<file path="src/rtl/dmem_access_unit_if.sv">
// Valid/ready data-memory bus between the MEM-stage access unit (master)
// and the data memory (slave).
interface dmem_access_unit_if #(
    parameter int ADDR_W = 32,
    parameter int DATA_W = 32
);
    logic              bus_valid;
    logic              bus_ready;
    logic              bus_we;
    logic [ADDR_W-1:0] bus_addr;
    logic [DATA_W-1:0] bus_wdata;
    logic [3:0]        bus_wstrb;
    logic              bus_rvalid;
    logic [DATA_W-1:0] bus_rdata;

    modport master (
        output bus_valid, bus_we, bus_addr, bus_wdata, bus_wstrb,
        input  bus_ready, bus_rvalid, bus_rdata
    );

    modport slave (
        input  bus_valid, bus_we, bus_addr, bus_wdata, bus_wstrb,
        output bus_ready, bus_rvalid, bus_rdata
    );
endinterface

</file>
<file path="src/rtl/dmem_access_unit.sv">
// MEM-stage data-memory access unit: turns load/store requests into one bus
// transaction, steers byte lanes and extends load results, stalling meanwhile.
module dmem_access_unit #(
    parameter int ADDR_W = 32,
    parameter int DATA_W = 32
) (
    input  logic                clk,
    input  logic                rst_n,
    input  logic                mem_read,
    input  logic                mem_write,
    input  logic [2:0]          funct3,
    input  logic [ADDR_W-1:0]   addr,
    input  logic [DATA_W-1:0]   wdata,
    output logic                memory_busy,
    output logic [DATA_W-1:0]   load_data,
    output logic                access_done,
    output logic                misaligned_fault,
    dmem_access_unit_if.master  bus
);

    typedef enum logic [1:0] {
        ST_IDLE = 2'd0,
        ST_REQ  = 2'd1,
        ST_WAIT = 2'd2,
        ST_DONE = 2'd3
    } state_t;

    state_t            state_r;
    logic              bus_valid_r;
    logic              bus_we_r;
    logic [ADDR_W-1:0] bus_addr_r;
    logic [DATA_W-1:0] bus_wdata_r;
    logic [3:0]        bus_wstrb_r;
    logic [2:0]        f3_r;
    logic [1:0]        ofs_r;
    logic              access_done_r;
    logic              fault_r;
    logic [DATA_W-1:0] load_data_r;

    logic              req_s;
    logic              is_byte_s;
    logic              is_half_s;
    logic              misaligned_s;
    logic [3:0]        strb_s;
    logic [DATA_W-1:0] bwdata_s;

    function automatic logic [3:0] lane_strb(input logic is_byte, input logic is_half,
                                             input logic [1:0] ofs);
        logic [3:0] s;
        if (is_byte) begin
            s = 4'b0001 << ofs;
        end else if (is_half) begin
            s = 4'b0011 << ofs;
        end else begin
            s = 4'b1111;
        end
        return s;
    endfunction

    function automatic logic [DATA_W-1:0] lane_wdata(input logic is_byte, input logic is_half,
                                                     input logic [DATA_W-1:0] d);
        logic [DATA_W-1:0] w;
        if (is_byte) begin
            w = {4{d[7:0]}};
        end else if (is_half) begin
            w = {2{d[15:0]}};
        end else begin
            w = d;
        end
        return w;
    endfunction

    // funct3 bit 2 selects zero extension; unlisted codes fall through to a word load.
    function automatic logic [DATA_W-1:0] extract_load(input logic [DATA_W-1:0] word,
                                                       input logic [2:0] f3,
                                                       input logic [1:0] ofs);
        logic [DATA_W-1:0] sh;
        logic [DATA_W-1:0] r;
        sh = word >> {ofs, 3'b000};
        case (f3)
            3'b000:  r = {{24{sh[7]}}, sh[7:0]};
            3'b001:  r = {{16{sh[15]}}, sh[15:0]};
            3'b100:  r = {24'h000000, sh[7:0]};
            3'b101:  r = {16'h0000, sh[15:0]};
            default: r = word;
        endcase
        return r;
    endfunction

    // Access size decode; 100/101 are byte/half only for loads, otherwise word.
    always_comb begin
        is_byte_s = 1'b0;
        is_half_s = 1'b0;
        case (funct3)
            3'b000:  is_byte_s = 1'b1;
            3'b001:  is_half_s = 1'b1;
            3'b100:  is_byte_s = mem_read;
            3'b101:  is_half_s = mem_read;
            default: begin
                is_byte_s = 1'b0;
                is_half_s = 1'b0;
            end
        endcase
    end

    // Alignment check and lane steering of the incoming request.
    always_comb begin
        req_s = mem_read | mem_write;
        if (is_byte_s) begin
            misaligned_s = 1'b0;
        end else if (is_half_s) begin
            misaligned_s = addr[0];
        end else begin
            misaligned_s = |addr[1:0];
        end
        if (mem_write) begin
            strb_s = lane_strb(is_byte_s, is_half_s, addr[1:0]);
        end else begin
            strb_s = 4'b0000;
        end
        bwdata_s = lane_wdata(is_byte_s, is_half_s, wdata);
    end

    // Transaction FSM with registered bus and completion outputs.
    always_ff @(posedge clk) begin
        if (!rst_n) begin
            state_r       <= ST_IDLE;
            bus_valid_r   <= 1'b0;
            bus_we_r      <= 1'b0;
            bus_addr_r    <= {ADDR_W{1'b0}};
            bus_wdata_r   <= {DATA_W{1'b0}};
            bus_wstrb_r   <= 4'b0000;
            f3_r          <= 3'b000;
            ofs_r         <= 2'b00;
            access_done_r <= 1'b0;
            fault_r       <= 1'b0;
            load_data_r   <= {DATA_W{1'b0}};
        end else begin
            case (state_r)
                ST_IDLE: begin
                    access_done_r <= 1'b0;
                    fault_r       <= 1'b0;
                    if (req_s && misaligned_s) begin
                        state_r       <= ST_DONE;
                        access_done_r <= 1'b1;
                        fault_r       <= 1'b1;
                    end else if (req_s) begin
                        state_r     <= ST_REQ;
                        bus_valid_r <= 1'b1;
                        bus_we_r    <= mem_write;
                        bus_addr_r  <= {addr[ADDR_W-1:2], 2'b00};
                        bus_wdata_r <= bwdata_s;
                        bus_wstrb_r <= strb_s;
                        f3_r        <= funct3;
                        ofs_r       <= addr[1:0];
                    end
                end
                ST_REQ: begin
                    if (bus.bus_ready) begin
                        bus_valid_r <= 1'b0;
                        if (bus_we_r) begin
                            state_r       <= ST_DONE;
                            access_done_r <= 1'b1;
                        end else begin
                            state_r <= ST_WAIT;
                        end
                    end
                end
                ST_WAIT: begin
                    if (bus.bus_rvalid) begin
                        state_r       <= ST_DONE;
                        access_done_r <= 1'b1;
                        load_data_r   <= extract_load(bus.bus_rdata, f3_r, ofs_r);
                    end
                end
                ST_DONE: begin
                    state_r       <= ST_IDLE;
                    access_done_r <= 1'b0;
                    fault_r       <= 1'b0;
                end
                default: begin
                    state_r       <= ST_IDLE;
                    bus_valid_r   <= 1'b0;
                    access_done_r <= 1'b0;
                    fault_r       <= 1'b0;
                end
            endcase
        end
    end

    // The stall rises in the very cycle a request appears and drops only in DONE.
    assign memory_busy      = req_s & (state_r != ST_DONE);
    assign load_data        = load_data_r;
    assign access_done      = access_done_r;
    assign misaligned_fault = fault_r;
    assign bus.bus_valid    = bus_valid_r;
    assign bus.bus_we       = bus_we_r;
    assign bus.bus_addr     = bus_addr_r;
    assign bus.bus_wdata    = bus_wdata_r;
    assign bus.bus_wstrb    = bus_wstrb_r;

endmodule

</file>
<file path="src/flat_wrapper.sv">
// flat-port wrapper written by rule: the top's interface ports become plain ports
module dmem_access_unit_flat 
#(
    parameter int ADDR_W = 32,
    parameter int DATA_W = 32
)
  (clk, rst_n, mem_read, mem_write, funct3, addr, wdata, memory_busy, load_data, access_done, misaligned_fault, bus_bus_valid, bus_bus_we, bus_bus_addr, bus_bus_wdata, bus_bus_wstrb, bus_bus_ready, bus_bus_rvalid, bus_bus_rdata);
  dmem_access_unit_if #(.ADDR_W(ADDR_W), .DATA_W(DATA_W)) bus_i ();
  input  logic clk;
  input  logic rst_n;
  input  logic mem_read;
  input  logic mem_write;
  input  logic [2:0] funct3;
  input  logic [ADDR_W-1:0] addr;
  input  logic [DATA_W-1:0] wdata;
  output logic memory_busy;
  output logic [DATA_W-1:0] load_data;
  output logic access_done;
  output logic misaligned_fault;
  output wire logic [$bits(bus_i.bus_valid)-1:0] bus_bus_valid;
  output wire logic [$bits(bus_i.bus_we)-1:0] bus_bus_we;
  output wire logic [$bits(bus_i.bus_addr)-1:0] bus_bus_addr;
  output wire logic [$bits(bus_i.bus_wdata)-1:0] bus_bus_wdata;
  output wire logic [$bits(bus_i.bus_wstrb)-1:0] bus_bus_wstrb;
  input wire logic [$bits(bus_i.bus_ready)-1:0] bus_bus_ready;
  input wire logic [$bits(bus_i.bus_rvalid)-1:0] bus_bus_rvalid;
  input wire logic [$bits(bus_i.bus_rdata)-1:0] bus_bus_rdata;
  assign bus_bus_valid = bus_i.bus_valid;
  assign bus_bus_we = bus_i.bus_we;
  assign bus_bus_addr = bus_i.bus_addr;
  assign bus_bus_wdata = bus_i.bus_wdata;
  assign bus_bus_wstrb = bus_i.bus_wstrb;
  assign bus_i.bus_ready = bus_bus_ready;
  assign bus_i.bus_rvalid = bus_bus_rvalid;
  assign bus_i.bus_rdata = bus_bus_rdata;
  dmem_access_unit #(.ADDR_W(ADDR_W), .DATA_W(DATA_W)) u_core (.clk(clk), .rst_n(rst_n), .mem_read(mem_read), .mem_write(mem_write), .funct3(funct3), .addr(addr), .wdata(wdata), .memory_busy(memory_busy), .load_data(load_data), .access_done(access_done), .misaligned_fault(misaligned_fault), .bus(bus_i));
endmodule
</file>
<file path="config.mk">
export PLATFORM = sky130hd
export DESIGN_NAME = dmem_access_unit_flat
export DESIGN_NICKNAME = d
export VERILOG_FILES = /design/src/rtl/dmem_access_unit_if.sv /design/src/rtl/dmem_access_unit.sv /design/src/flat_wrapper.sv
export SDC_FILE = /design/constraint.sdc
export NUM_CORES = 1
export LEC_CHECK = 0
export CORE_MARGIN = 3
export CORE_UTILIZATION = 44
export CTS_BUF_LIST = sky130_fd_sc_hd__clkbuf_16
export DETAILED_ROUTE_END_ITERATION = 10
export HOLD_SLACK_MARGIN = 0.02
export PLACE_DENSITY = 0.81
export SLEW_MARGIN = 40
export SYNTH_ARGS = -nofsm -noshare
export SYNTH_HDL_FRONTEND = slang
export SYNTH_SLANG_ARGS = --single-unit
</file>
<file path="constraint.sdc">
create_clock -name clk -period 2.15 [get_ports clk]
set_input_delay 0.43 -clock clk [delete_from_list [all_inputs] [get_ports clk]]
set_output_delay 0.43 -clock clk [all_outputs]
set_load 0.02 [all_outputs]
</file>
==> impl_metrics.yaml <==
cells_and_area:
  fin_nets: 936
  fillers: 900
  final_common_cell: "clkdlybuf4s50_1"
  instances_no_fill: 969
  post-route-util_pct: 69.4
  drive_above_1_share_pct: 9.20
  mostFrequentLayoutCells: "205 x clkdlybuf4s50_1, 125 x nand2_1, 108 x dfxtp_1, 82 x mux2i_1, 48 x buf_4"
  n_antenna_cell: 0
  area_delta_synth_final_pct: 51.1
synthesis:
  ys_warn_count: 0
  synth_largest_area_cell: "dfxtp_1"
  synth_ff_type: "dfxtp_1"
  avgSynthCellArea_um2: 8.86
  synth_edf_count: 0
  synth.distinct_cells: 43
  yosys.area.top_type_share_pct: 40.7
  synth-seq-area-share_pct: 40.7
  synthCells: 605
  ys_seq_elements: 109
  async_reset_ff_share_pct: 0
  synth_area_um2: 5360
  synthTopCellsByArea: "dfxtp_1 41%, mux2i_1 15%, nand2_1 8.8%"
die:
  boundaryPins: 210
  fp.coreArea_um2: 11700
  die_x_um: 116
  rows: 39
  start_util_pct: 46.0
  die_area_um2: 13500
  die_y_um: 116
pwr:
  internal_power_mw: 4.49
  p_sw_share_pct: 33.5
  ir_drop_mv: 0.438
  seqPwrFrac_pct: 37.6
  powerDensity_nw_per_um2: 834
  clock_power_share_pct: 25.0
  p_sw_mw: 2.26
  pwr-share-comb_pct: 37.5
  leakage_nw: 3.19
worst_hold_path:
  min_from: "u_core.load_data[0]"
  hold_class: "reg -> reg"
  worstHoldPathCells: 2
  min_to: "u_core.load_data[0]"
setup_path:
  critPathCaptureType: "register"
  timing.rr.end: "u_core.load_data[16]"
  slowest_stage: "clkdlybuf4s50_1"
  ff2ff_path_depth: 5
  cp_max_fo: 11
  cp.buffers_inverters: 2
  crit_chain: "clkdlybuf4s50_1 -> mux2_2 -> mux4_2 -> nor4b_4 -> buf_4 -> a221o_1"
  worstPathArrival_ns: 2.32
  crit_family: "multiplexers"
  path_class: "in -> reg"
  reg2reg_slack_ns: 0.14
  startpoint_type: "primary input"
  crit_path_max_incr_delay_ns: 0.50
  reg2reg_from: "u_core.ofs_r[0]"
  crit_required_ns: 2.39
cts:
  clock-root-buffer: "clkbuf_16"
  cts_tree: "yes"
  clkLatencyLatePin_ns: 0.35
  cts-hold-fix-buffers: 0
  htreeDepth: 3
  cts_inserted_buffers: 9
  clockBufferDepth: 2
  clk_pin_slew_ns: 0.07
  cts.sinks: 109
detailed_routing:
  num_vias: 5332
  viasPerCell: 5.50
  dr.pass1.iters: 5
  wl_um: 17100
  ant_nets: 0
  drcViolationCount: 0
  drt-initial-drc-count: 393
  wire_per_inst_um: 17.6
timing:
  slew_headroom_pct: 56.1
  hold_violations: 0
  fin_worst_skew_ns: 0.0103
  fmaxAchievable_mhz: 480
  period_minus_slack_ns: 2.08
  setup_total_negative_slack_ns: 0
  finalCritPeriodShare_pct: 96.9
  finalSetupViolations: 0
  tightestPinTransition_ns: 0.643
  maxSlewViolCount: 0
  rsz0062_at_grt: "false"
global_route:
  antenna_found_initial: 0
  grt_max_degree: 81
  grt.overflow.total: 0
  track_usage_pct: 25.1
  grt_pass1_vias: 5356
  grt_pass1_wl_um: 26900
placed_design:
  routabilityCongestion: 0.891
  port_buffers: 207
  place_hpwl_um: 12900
  dp_cells: 953
outcome:
  outcome: "completed"
run:
  cap_violations: 0
==> layout make-up <==
type | count | area (µm²) | area share (%)
clock buffer | 9 | 225 | 2.78
tap | 143 | 179 | 2.21
inverter | 10 | 37.5 | 0.464
multi-input combinational | 435 | 2920 | 36.1
timing repair buffer | 257 | 2480 | 30.6
clock inverter | 6 | 68.8 | 0.850
sequential | 109 | 2180 | 27.0
==> synthesized netlist by cell type, types with 5 or more instances <==
cell type	number
dfxtp_1	109
o2bb2ai_1	7
ha_1	9
a21boi_0	9
nor2b_1	7
buf_4	5
o221ai_1	7
a311o_1	8
a2bb2oi_1	7
buf_2	8
a221o_1	17
and2_1	8
o21ai_0	39
mux2_1	8
and3_1	9
nor3_1	5
a21oi_1	33
clkbuf_1	34
nand2_1	125
nand3_1	17
mux2i_1	82
nor2_1	9
inv_1	9
==> through the flow <==
stage / worst slack, ns / cell area (µm²) / hold slack, ns / power (mW)
final: 0.0668 / 8100 / 0.454 / 6.75
after global routing: 0.0314 / 8100 / 0.479 / 7.11
after global placement: -0.192 / 7790 / 0.440 / 5.02
after floorplan: 0.339 / 5360 / 0.494 / 3.91
after CTS: 0.129 / 8080 / 0.457 / 6.79
after detailed placement: -0.211 / 7790 / 0.445 / 5.09
==> cells by family after synthesis <==
logic type	after synthesis	share of synthesized area [%]
adder cells (fa/ha/maj)	9	2.10
other	1	0.0700
AND/OR/NAND/NOR	186	15.3
buffers and inverters	62	5.16
AO/OA/AOI/OAI	143	18.4
flip-flops	109	40.7
multiplexers	95	18.3
==> timing repair <==
| action | CTS | global route |
|---|---|---|
| cloned | 0 | 0 |
| pin swaps | 0 | 0 |
| setup buffers | 0 | 0 |
| resized for setup | 1 | 1 |
| setup endpoints to repair | 1 | 11 |
==> power by group through the flow <==
stage               Clock [mW]  Combinational [mW]  Sequential [mW]
finish                    1.69                2.53             2.54
CTS                       1.72                2.53             2.53
global route              1.81                2.73             2.57
detailed placement           0                2.51             2.57
floorplan                    0                1.03             2.88
global placement             0                2.47             2.56
==> per-layer routing <==
metal  global-route usage (%)  share of wire, %  vias up
met5                        0                 0        -
met4                     8.89               2.1        0
met3                     9.59                11       31
met2                     41.3                47      243
met1                     29.9                40     2456
li1                         -                 -     2602
==> how the worst max path moves through the flow <==
stage | from | endpoint | slack [ns] | depth (start not counted)
after floorplan | u_core.ofs_r[0] | u_core.load_data[22] | 0.34 | 5
after global placement | bus_bus_rdata[23] | u_core.load_data[18] | -0.19 | 5
after detailed placement | bus_bus_rdata[31] | u_core.load_data[16] | -0.21 | 5
after CTS | bus_bus_rdata[31] | u_core.load_data[16] | 0.13 | 5
after global routing | bus_bus_rdata[23] | u_core.load_data[19] | 0.03 | 6
final | bus_bus_rdata[31] | u_core.load_data[16] | 0.07 | 6
==> sequential cells by signal (all words and copies together) (netlist names) <==
signal and flops:
u_core.f3_r 3, u_core.ofs_r 2, u_core.load_data 32, u_core.state_r 2, u_core.bus.bus_valid 1, u_core.access_done 1
u_core.misaligned_fault 1, u_core.bus.bus_wdata 32, u_core.bus.bus_addr 30, u_core.bus.bus_wstrb 4, u_core.bus.bus_we 1
==> worst min-delay path, stage by stage (launching register included) <==
cell and delay (ns):
dfxtp_1 0.31, nand3_1 0.06, nand2_1 0.04
No activity file was read; power rests on OpenSTA's default activity.
